File: src/rtl/video_timing_gen.sv
// Raster timing generator: pixel/line counters with sync, blank and frame flags, all registered together.
// One-cycle latency from enable to outputs; pix_en_in low freezes every output and suppresses new_frame_out.
module video_timing_gen #(
  parameter int H_ACTIVE = 1920,
  parameter int H_FP     = 88,
  parameter int H_SYNC   = 44,
  parameter int H_BP     = 148,
  parameter int V_ACTIVE = 1080,
  parameter int V_FP     = 4,
  parameter int V_SYNC   = 5,
  parameter int V_BP     = 36
) (
  input  logic        clk_in,
  input  logic        rst_in,
  input  logic        pix_en_in,
  output logic [11:0] hcount_out,
  output logic [10:0] vcount_out,
  output logic        hsync_out,
  output logic        vsync_out,
  output logic        blank_out,
  output logic        new_frame_out,
  output logic [5:0]  frame_count_out
);

  localparam int H_TOTAL = H_ACTIVE + H_FP + H_SYNC + H_BP;
  localparam int V_TOTAL = V_ACTIVE + V_FP + V_SYNC + V_BP;

  localparam logic [11:0] H_LAST   = 12'(H_TOTAL - 1);
  localparam logic [11:0] H_VIS    = 12'(H_ACTIVE);
  localparam logic [11:0] HS_FIRST = 12'(H_ACTIVE + H_FP);
  localparam logic [11:0] HS_LAST  = 12'(H_ACTIVE + H_FP + H_SYNC - 1);
  localparam logic [10:0] V_LAST   = 11'(V_TOTAL - 1);
  localparam logic [10:0] V_VIS    = 11'(V_ACTIVE);
  localparam logic [10:0] VS_FIRST = 11'(V_ACTIVE + V_FP);
  localparam logic [10:0] VS_LAST  = 11'(V_ACTIVE + V_FP + V_SYNC - 1);

  logic [11:0] hcount_q, hcount_d;
  logic [10:0] vcount_q, vcount_d;
  logic        hsync_q, hsync_d;
  logic        vsync_q, vsync_d;
  logic        blank_q, blank_d;
  logic        new_frame_q, new_frame_d;
  logic [5:0]  frame_count_q, frame_count_d;
  logic        h_wrap, v_wrap;

  // Flags are decoded from the next counts so they land in the same cycle as the counts they describe.
  always_comb begin
    hcount_d      = hcount_q;
    vcount_d      = vcount_q;
    hsync_d       = hsync_q;
    vsync_d       = vsync_q;
    blank_d       = blank_q;
    new_frame_d   = 1'b0;
    frame_count_d = frame_count_q;
    h_wrap        = (hcount_q == H_LAST);
    v_wrap        = (vcount_q == V_LAST);
    if (pix_en_in) begin
      hcount_d = h_wrap ? 12'd0 : hcount_q + 12'd1;
      if (h_wrap) begin
        vcount_d = v_wrap ? 11'd0 : vcount_q + 11'd1;
      end
      new_frame_d = h_wrap && v_wrap;
      if (new_frame_d) begin
        frame_count_d = frame_count_q + 6'd1;
      end
      hsync_d = (hcount_d >= HS_FIRST) && (hcount_d <= HS_LAST);
      vsync_d = (vcount_d >= VS_FIRST) && (vcount_d <= VS_LAST);
      blank_d = (hcount_d >= H_VIS) || (vcount_d >= V_VIS);
    end
  end

  always_ff @(posedge clk_in) begin
    if (rst_in) begin
      hcount_q      <= 12'd0;
      vcount_q      <= 11'd0;
      hsync_q       <= 1'b0;
      vsync_q       <= 1'b0;
      blank_q       <= 1'b0;
      new_frame_q   <= 1'b0;
      frame_count_q <= 6'd0;
    end else begin
      hcount_q      <= hcount_d;
      vcount_q      <= vcount_d;
      hsync_q       <= hsync_d;
      vsync_q       <= vsync_d;
      blank_q       <= blank_d;
      new_frame_q   <= new_frame_d;
      frame_count_q <= frame_count_d;
    end
  end

  assign hcount_out      = hcount_q;
  assign vcount_out      = vcount_q;
  assign hsync_out       = hsync_q;
  assign vsync_out       = vsync_q;
  assign blank_out       = blank_q;
  assign new_frame_out   = new_frame_q;
  assign frame_count_out = frame_count_q;

endmodule

File: config.mk
export PLATFORM = sky130hd
export DESIGN_NAME = video_timing_gen
export DESIGN_NICKNAME = d
export VERILOG_FILES = /design/src/rtl/video_timing_gen.sv
export SDC_FILE = /design/constraint.sdc
export NUM_CORES = 1
export LEC_CHECK = 0
export CORE_MARGIN = 5
export CORE_UTILIZATION = 48
export CTS_CLUSTER_DIAMETER = 40
export DETAILED_ROUTE_END_ITERATION = 8
export PLACE_DENSITY = 0.76
export SETUP_SLACK_MARGIN = 0.5
export SLEW_MARGIN = 10
export SYNTH_ARGS = -nofsm -noshare
export SYNTH_HDL_FRONTEND = slang
export SYNTH_SLANG_ARGS = --single-unit
export TNS_END_PERCENT = 10
File: constraint.sdc
create_clock -name clk_in -period 2.2 [get_ports clk_in]
set_input_delay 0.33 -clock clk_in [delete_from_list [all_inputs] [get_ports clk_in]]
set_output_delay 0.33 -clock clk_in [all_outputs]
set_load 0.01 [all_outputs]
== Word level (Yosys, flattened, before mapping) ==
Cells that the tools add are included.

* ROM bits: 0
* Bits in registers: 33
* Output and inout port bits: 33
* Bits of input ports: 3
* Word-level logic and storage cells: 29
* RAM bits: 0
* Memories kept: 0
* Bits in latches: 0

* Bitwise logic cells: 1
* Shift-type cells: 0
* Magnitude comparators: 6
* $add $sub $neg: 3
* Equal/unequal tests: 2
* Reductions and logical operators: 6
* Divide/modulo/power cells: 0
* Multiply operators: 0
* Muxes and demuxes: 4

{| class="wikitable"
|+ Operators with widths
! operator !! number
|-
| 11-bit 2-to-1 mux || 3
|-
| 12-bit by 11-bit >= comparator with 1-bit output (second input constant) || 2
|-
| 11-bit >= comparator (second input constant) || 2
|-
| 12-bit by 1-bit adder with 12-bit output (second input constant) || 1
|-
| 12-bit equality test (second input constant) || 1
|-
| 12-bit <= comparator (second input constant) || 1
|-
| 12-bit 2-to-1 mux || 1
|-
| 11-bit by 1-bit adder with 11-bit output (second input constant) || 1
|-
| 11-bit equality test (second input constant) || 1
|-
| 11-bit <= comparator (second input constant) || 1
|-
| 6-bit by 1-bit adder with 6-bit output (second input constant) || 1
|-
| 1-bit logical AND || 3
|-
| 2-bit AND reduction || 1
|-
| 2-bit OR reduction || 1
|-
| 1-bit logical OR || 1
|-
| 1-bit NOT || 1
|}

== Logic depth before layout (Yosys ltp) ==
Gate-level depths: netlist (run 1).

* Depth after elaboration: 6
* Gate-level depth with buffers: 9
* Depth with buffers taken out: 8

== Worst setup path before layout (run 1) ==
No wires, ideal clock.

* Kind: register to register
* From: register hcount_q[0], in the netlist hcount_out[0]
* To: register vsync_q, in the netlist vsync_out
* Library setup time: 0.087 ns
* Data required time: 2.113 ns
* Path slack: -0.054 ns
* Buffers on the path: 0
* Arrival: 2.167 ns
* Cell stages (with the launch flop): 8
* Period minus slack after synthesis: 2.254 ns
* Cell sequence: dfxtp_1 > ha_1 > and4bb_4 > nand3_4 > or4_1 > a311oi_1 > mux2i_1 > o31ai_1

* Word-level cells in the longest chain between the ends: 5
* Elaborated cells on any way between the ends: 6
* Those cells by class: order compare: 2; eq/ne: 1; mux: 2; reduce/logical: 1

{| class="wikitable"
|+ RTL lines
! item !! line !! text
|-
| from (decl) || 37 || <nowiki>logic [11:0] hcount_q, hcount_d;</nowiki>
|-
| from (signal assigned) || 82 || <nowiki>hcount_q <= hcount_d;</nowiki>
|-
| 12-bit equality test (*) || 55 || <nowiki>h_wrap = (hcount_q == H_LAST);</nowiki>
|-
| 11-bit 2-to-1 mux (*) || 59 || <nowiki>if (h_wrap) begin</nowiki>
|-
| 11-bit 2-to-1 mux (*) || 57 || <nowiki>if (pix_en_in) begin</nowiki>
|-
| 11-bit >= comparator or 11-bit <= comparator (tied branches) || 67 || <nowiki>vsync_d = (vcount_d >= VS_FIRST) && (vcount_d <= VS_LAST);</nowiki>
|-
| 1-bit logical AND (*) || 67 ||
|-
| to (signal assigned) || 85 || <nowiki>vsync_q <= vsync_d;</nowiki>
|-
| to (decl) || 40 || <nowiki>logic vsync_q, vsync_d;</nowiki>
|}

Every way passes the cells marked *; elsewhere a longest branch is shown, timed or not. The select of a mux whose other input is x is not followed.
A chain may end at the register's enable or synchronous reset.

== Worst setup path in the final report (run 1) ==
* From: register vcount_q[0], in the netlist vcount_out[0]
* To: register vcount_q[7], in the netlist vcount_out[7]

* Word-level cells in the longest chain between the ends: 4
* Elaborated cells on any way between the ends: 5
* Those cells by class: add/sub: 1; eq/ne: 1; mux: 3

{| class="wikitable"
|+ RTL lines
! item !! line !! text
|-
| from (decl) || 38 || <nowiki>logic [10:0] vcount_q, vcount_d;</nowiki>
|-
| from (signal assigned) || 83 || <nowiki>vcount_q <= vcount_d;</nowiki>
|-
| 11-bit by 1-bit adder with 11-bit output or 11-bit equality test (tied branches) || 60, 56 ||
|-
| 11-bit 2-to-1 mux (*) || 60 || <nowiki>vcount_d = v_wrap ? 11'd0 : vcount_q + 11'd1;</nowiki>
|-
| 11-bit 2-to-1 mux (*) || 59 ||
|-
| 11-bit 2-to-1 mux (*) || 57 ||
|}

Marks and branches as above.

==> results of run 1 <==
==> state kept, by name, summed over array words and instances, names as in the netlist <==
name,count
hcount_out,12
vcount_out,11
frame_count_out,6
blank_out,1
hsync_out,1
new_frame_out,1
vsync_out,1
==> area by class of cell <==
cell class | count | area [um2]
clock buffers | 7 | 86.3
fillers | 380 | 1490
inverters | 6 | 22.5
multi-input cells | 218 | 1490
flip-flops and latches | 33 | 677
well taps | 52 | 65.1
repair buffers | 64 | 581
==> worst max-delay path by stage <==
stage             startpoint            end  slack (ns)  cells after the start
2_1_floorplan  hcount_out[1]  vcount_out[5]        0.22                      9
6_report       vcount_out[0]  vcount_out[7]        0.18                      9
4_1_cts        hcount_out[0]      vsync_out        0.20                      7
3_3_place_gp   hcount_out[1]      vsync_out        0.17                      7
5_1_grt        hcount_out[0]      vsync_out        0.09                      7
3_5_place_dp   vcount_out[1]      vsync_out        0.08                      8
==> worst reg2reg max path: stages (launching register included) <==
cell	delay, ns
dfxtp_2	0.32
inv_1	0.06
ha_1	0.19
or3b_4	0.27
nor3_4	0.05
buf_4	0.15
and2_4	0.18
nand2b_4	0.16
or4_4	0.42
a21oi_2	0.14
==> per-layer routing <==
metal	part of all wire (%)	track usage, %
met5	0	0
met4	1.9	6.87
met3	5.9	3.47
met2	48	32.7
met1	44	26.5
==> where the power goes <==
| group | total [W] | internal, W | switching, W |
|---|---|---|---|
| combinational | 0.0000822 | 0.0000373 | 0.0000449 |
| clock | 0.000458 | 0.000248 | 0.000209 |
| sequential | 0.000608 | 0.000602 | 0.00000606 |
| total | 0.00115 | 0.000888 | 0.000260 |
==> through the flow <==
stage / instances / setup slack, ns / cell area, um2 / hold WS (ns) / power [W]
after floorplan: 278 / 0.217 / 2250 / 0.480 / 0.000665
after global placement: 365 / 0.168 / 2730 / 0.464 / 0.000699
after detailed placement: 365 / 0.0836 / 2730 / 0.467 / 0.000700
after CTS: 380 / 0.196 / 2900 / 0.480 / 0.00115
after global routing: 380 / 0.0874 / 2920 / 0.500 / 0.00119
final: 380 / 0.181 / 2920 / 0.470 / 0.00115
==> cells by family (layout without fill, tap and decap cells) <==
group                      count (synthesis)  in the layout  synth area share [%]
adders and majority gates                  5              5                  2.83
AOI/OAI and AO/OA                         55             55                  16.2
buffers and inverters                     27             77                  5.83
DFF                                       33             33                  29.9
xor gates and xnor gates                  18             18                  7.13
muxes                                      6              6                  2.77
and+or+nand+nor                          134            134                  35.4
==> what timing repair did <==
action                                  4_1_cts  5_1_grt
gates cloned                                  0        0
endpoints found under the setup margin       26       28
pin swaps                                     4        0
resized for setup                             6        4
buffers inserted                              8        0
hold buffers                                  0        0
==> layout by cell type, fill, tap and decap left out, types with 5 or more instances in the layout <==
cell / Yosys / routed
clkdlybuf4s50_1: 0 / 35
nor2_1: 31 / 30
buf_4: 0 / 28
nand2_1: 27 / 27
dfxtp_1: 33 / 26
nand3_1: 14 / 14
o21ai_0: 13 / 13
a21oi_1: 14 / 13
xor2_1: 10 / 10
and3_1: 9 / 9
xnor2_1: 8 / 7
inv_1: 6 / 6
nor3_1: 6 / 6
clkbuf_8: 0 / 6
or3_1: 5 / 5
nand4_1: 5 / 5
mux2i_1: 5 / 5
==> metrics.yaml, run 1 <==
power:
  p_leak_nw: 1.09
  irDropWorstVdd_mv: 0.268
  powerDensity_nw_per_um2: 393
setup_path:
  arrival_ns: 2.23
  setup.worst_path.end_class: "flip-flop"
  worstPathMaxFanout: 8
  worst-path-buf-inv: 2
  rr_startpoint: "vcount_out[0]"
  cp_cell_sequence: "inv_1, ha_1, or3b_4, nor3_4, buf_4, and2_4, nand2b_4, or4_4, a21oi_2"
  required_ns: 2.41
  cp_top_family: "simple AND/OR/NAND/NOR gates"
  crit_path_top_delay_cell: "or4_4"
  r2r_slack_ns: 0.18
  timing.rr.end: "vcount_out[7]"
  crit_type: "reg -> reg"
  slowest_delay_ns: 0.42
  crit_path_start_kind: "flip-flop"
  rr_worst_depth: 9
floorplan:
  die-area_um2: 6060
  core.rowCount: 24
  die_x_um: 77.9
  io_pins: 36
  initial_core_util_pct: 50.1
  fp.coreArea_um2: 4410
  die_y_um: 77.9
logic_synthesis:
  synth_area_per_cell_um2: 7.95
  ys_top_cells_by_area: "dfxtp_1, nor2_1, nand2_1, xor2_1, a21oi_1"
  synth.cell_area_um2: 2210
  synth_edf_count: 0
  synth_warnings: 0
  async_flop_share_pct: 0
  syn_inst: 278
  ys.flop_type: "dfxtp_1"
  ys_ff_latch: 33
  ys_seq_area_share_pct: 29.9
  synth_cell_type_count: 57
  netlist_top_cells_count: "dfxtp_1, nor2_1, nand2_1"
  synth_top_area_cell: "dfxtp_1"
  synth_top_area_share_pct: 29.9
  yosysMostFrequentCell: "dfxtp_1"
  synthesis.nets: 286
sta:
  setup_viol: 0
  finalMaxSlewViolations: 0
  max_slew_margin_pct: 78.1
  fin_crit_ns: 2.02
  setup_tns_ns: 0
  clock.fmax_mhz: 495
  tightest_slew_ns: 0.326
  rsz0062_at_grt: "yes"
  finalClockSkew_ns: 0.00221
  finalHoldViolations: 0
  min_period_over_period_pct: 91.8
final_layout:
  final_util_pct: 66.2
  syn2layout_area_growth_pct: 32.2
  antennaDiodeCount: 0
  drive_above_1_share_pct: 18.9
  nets: 336
run:
  drv_cap: 0
drt:
  ant_nets: 0
  avgRoutedWirePerCell_um: 15.5
  drt_first_pass_iters: 4
  drtIter0Drc: 165
  routed-via-count: 2256
  wirelength_um: 5890
  drc: 0
  avgViaCountPerCell: 5.94
grt:
  grt_overflow: 0
  grt_pass1_wl_um: 10100
  grt_pass1_vias: 2182
  grt_max_degree: 33
  grt_antenna_before_repair: 0
  grt.total_usage_pct: 20.0
min_path:
  min-delay-start: "vsync_out"
  holdPathEnd: "vsync_out"
  min_path_type: "reg -> reg"
  hold_depth: 2
run_status:
  status: "finished clean"
clocking:
  cts_tree: "yes"
  cts_buffer_depth: 2
  clock_sinks: 33
  clockRootBuffer: "clkbuf_8"
  cts.clk_slew.worst_paths_ns: 0.07
  h-tree-depth: 2
  numCtsBuffers: 5
  insertion_delay_ns: 0.28
place:
  dp_hpwl_um: 4250
  gp_congestion: 0.864
  io_buffers: 35
Note: power is estimated with default switching activity, not from simulation.
==> run 2: changes to the inputs <==
--- a/config.mk
+++ b/config.mk
@@ -5,11 +5,12 @@
 export SDC_FILE = /design/constraint.sdc
 export NUM_CORES = 1
 export LEC_CHECK = 0
+export CORE_ASPECT_RATIO = 1.75
 export CORE_MARGIN = 5
-export CORE_UTILIZATION = 48
+export CORE_UTILIZATION = 56
 export CTS_CLUSTER_DIAMETER = 40
 export DETAILED_ROUTE_END_ITERATION = 8
-export PLACE_DENSITY = 0.76
+export PLACE_DENSITY = 0.83
 export SETUP_SLACK_MARGIN = 0.5
 export SLEW_MARGIN = 10
 export SYNTH_ARGS = -nofsm -noshare
==> constraint.sdc (replaced) <==
create_clock -name clk_in -period 2.6 [get_ports clk_in]
set_input_delay 0.39 -clock clk_in [delete_from_list [all_inputs] [get_ports clk_in]]
set_output_delay 0.39 -clock clk_in [all_outputs]
set_load 0.01 [all_outputs]
==> metrics.yaml, run 2 (synthesis gave the netlist of run 1 again) <==
min_path:
  min_path_type: "reg -> reg"
  min-delay-start: "vsync_out"
  holdPathEnd: "vsync_out"
  hold_depth: 2  # unchanged
place:
  preCtsSetupSlack_ns: 0.357  # +0.273 ns
  gp_congestion: 0.857  # -0.83%
  dp_hpwl_um: 3960  # -6.8%
  placed_cells: 350  # -4.1%
  io_buffers: 35  # unchanged
final_layout:
  final_common_cell: "clkdlybuf4s50_1"
  antennaDiodeCount: 0  # unchanged
  nets: 329  # -2.1%
  instances_no_fill: 369  # -2.9%
  drive_above_1_share_pct: 18.4  # -0.52 points
  syn2layout_area_growth_pct: 29.6
  most-common-layout-cells: "clkdlybuf4s50_1, nor2_1, nand2_1, dfxtp_1, buf_4"
  largest_reg_flops: 12  # unchanged
sta:
  setup_viol: 0  # unchanged
  finalMaxSlewViolations: 0  # unchanged
  min_period_over_period_pct: 80.5  # -11 points
  clock.fmax_mhz: 478  # -3.5%
  setup_tns_ns: 0  # unchanged
  max_slew_margin_pct: 63.4  # -15 points
  tightest_slew_ns: 0.547  # +0.222 ns
  rsz0062_at_grt: "yes"
  finalHoldViolations: 0  # unchanged
  fin_crit_ns: 2.09  # +0.0742 ns
  setup_ws_ns: 0.506  # +0.326 ns
  finalClockSkew_ns: 0.00590  # +0.00370 ns
  hold_ws_ns: 0.482  # +0.0116 ns
drt:
  avgRoutedWirePerCell_um: 15.9  # +2.4%
  drc: 0  # unchanged
  avgViaCountPerCell: 6.15  # +3.5%
  routed-via-count: 2268  # +0.53%
  drt_first_pass_iters: 4  # unchanged
  drtIter0Drc: 88  # -47%
  ant_nets: 0  # unchanged
  wirelength_um: 5860  # -0.54%
setup_path:
  crit_type: "reg -> reg"
  timing.rr.end: "vsync_out"
  setup.worst_path.end_class: "flip-flop"
  rr_startpoint: "hcount_out[1]"
  crit_path_top_delay_cell: "or4_4"
  r2r_slack_ns: 0.51  # +0.33 ns
  worstPathMaxFanout: 7  # -1
  slowest_delay_ns: 0.51  # +0.09 ns
  required_ns: 2.80  # +0.39 ns
  cp_cell_sequence: "ha_4, and4bb_4, nand3_4, or4_4, a311oi_2, mux2i_1, o31ai_1"
  rr_worst_depth: 7  # -2
  arrival_ns: 2.29  # +0.06 ns
  crit_path_start_kind: "flip-flop"
clocking:
  cts_hold_buf: 0  # unchanged
  cts_buffer_depth: 2  # unchanged
  insertion_delay_ns: 0.28  # about the same
  h-tree-depth: 2  # unchanged
  cts.clk_slew.worst_paths_ns: 0.06  # about the same
  clock_sinks: 33  # unchanged
  clockRootBuffer: "clkbuf_8"
  numCtsBuffers: 5  # unchanged
  cts_tree: "yes"
grt:
  grt_antenna_before_repair: 0  # unchanged
  grt_pass1_vias: 2058  # -5.7%
  grt_max_degree: 34  # +3.0%
  grt_pass1_wl_um: 9340  # -7.8%
  grt_overflow: 0  # unchanged
  grt.total_usage_pct: 21.7  # +1.7 points
floorplan:
  core.rowCount: 30  # +25%
  die-area_um2: 5350  # -12%
  initial_core_util_pct: 57.2  # +7.1 points
  fp.coreArea_um2: 3870  # -12%
  io_pins: 36  # unchanged
  die_y_um: 93.1  # +20%
  die_x_um: 57.5  # -26%
power:
  p_leak_nw: 1.06  # -3.0%
  powerDensity_nw_per_um2: 339  # -14%
  irDropWorstVdd_mv: 0.357  # +33%
run:
  drv_cap: 0  # unchanged
run_status:
  status: "finished clean"
==> run 2: cell types whose count changed in the layout (fill, tap and decap cells not counted), sizes merged <==
cell,previous run,this run
buf,29,20
dlymetal6s2s,0,1
clkbuf,7,8
==> run 2: layout make-up <==
cell class | instances | area [um2]
Multi-Input combinational cell | 218 | 1490
Clock buffer | 7 | 86.3
Timing Repair Buffer | 57 | 518
Inverter | 6 | 22.5
Sequential cell | 33 | 687
Fill cell | 289 | 1000
Tap cell | 48 | 60.1
==> run 2: routing by layer <==
| metal | track usage (%) | vias up | wire, um |
|---|---|---|---|
| met5 | 0 | - | 0 |
| met4 | 13.0 | 0 | 201 |
| met3 | 4.56 | 22 | 291 |
| met2 | 37.9 | 80 | 3050 |
| met1 | 23.2 | 1076 | 2310 |
| li1 | - | 1090 | - |
==> run 2: stage by stage <==
step                      total power [W]  util (%)  area, um2
after floorplan                  0.000563         -       2230
after global placement           0.000589      67.5       2610
after detailed placement         0.000590      67.5       2610
after CTS                        0.000982      70.5       2720
after global routing              0.00101      74.1       2870
final                            0.000972      74.1       2870
==> run 2: power by group <==
part / internal (W) / switching [W] / leakage (nW)
Combinational: 0.0000299 / 0.0000348 / 0.744
Sequential: 0.000507 / 0.00000823 / 0.273
Clock: 0.000210 / 0.000182 / 0.0443
==> run 2: worst max-delay path by stage <==
stage	cells after the start	to	startpoint	slack, ns
after floorplan	9	vcount_out[7]	vcount_out[0]	0.50
after global placement	8	frame_count_out[5]	vcount_out[0]	0.44
after detailed placement	8	frame_count_out[5]	vcount_out[0]	0.36
after CTS	7	vsync_out	hcount_out[1]	0.41
after global routing	8	frame_count_out[3]	vcount_out[1]	0.41
final	7	vsync_out	hcount_out[1]	0.51
==> run 2: timing repair <==
action	4_1_cts	5_1_grt
endpoints found under the setup margin	10	12
resized for setup	4	21
pin swaps	1	4
buffers inserted	2	10
==> run 2: worst max-delay path, delay by kind of cell (launching register included) <==
family,cells,cell delay (ns)
multiplexers,1,0.10
AO/OA/AOI/OAI,2,0.43
flip-flops,1,0.39
AND/OR/NAND/NOR,3,0.92
adder cells (fa/ha/maj),1,0.16
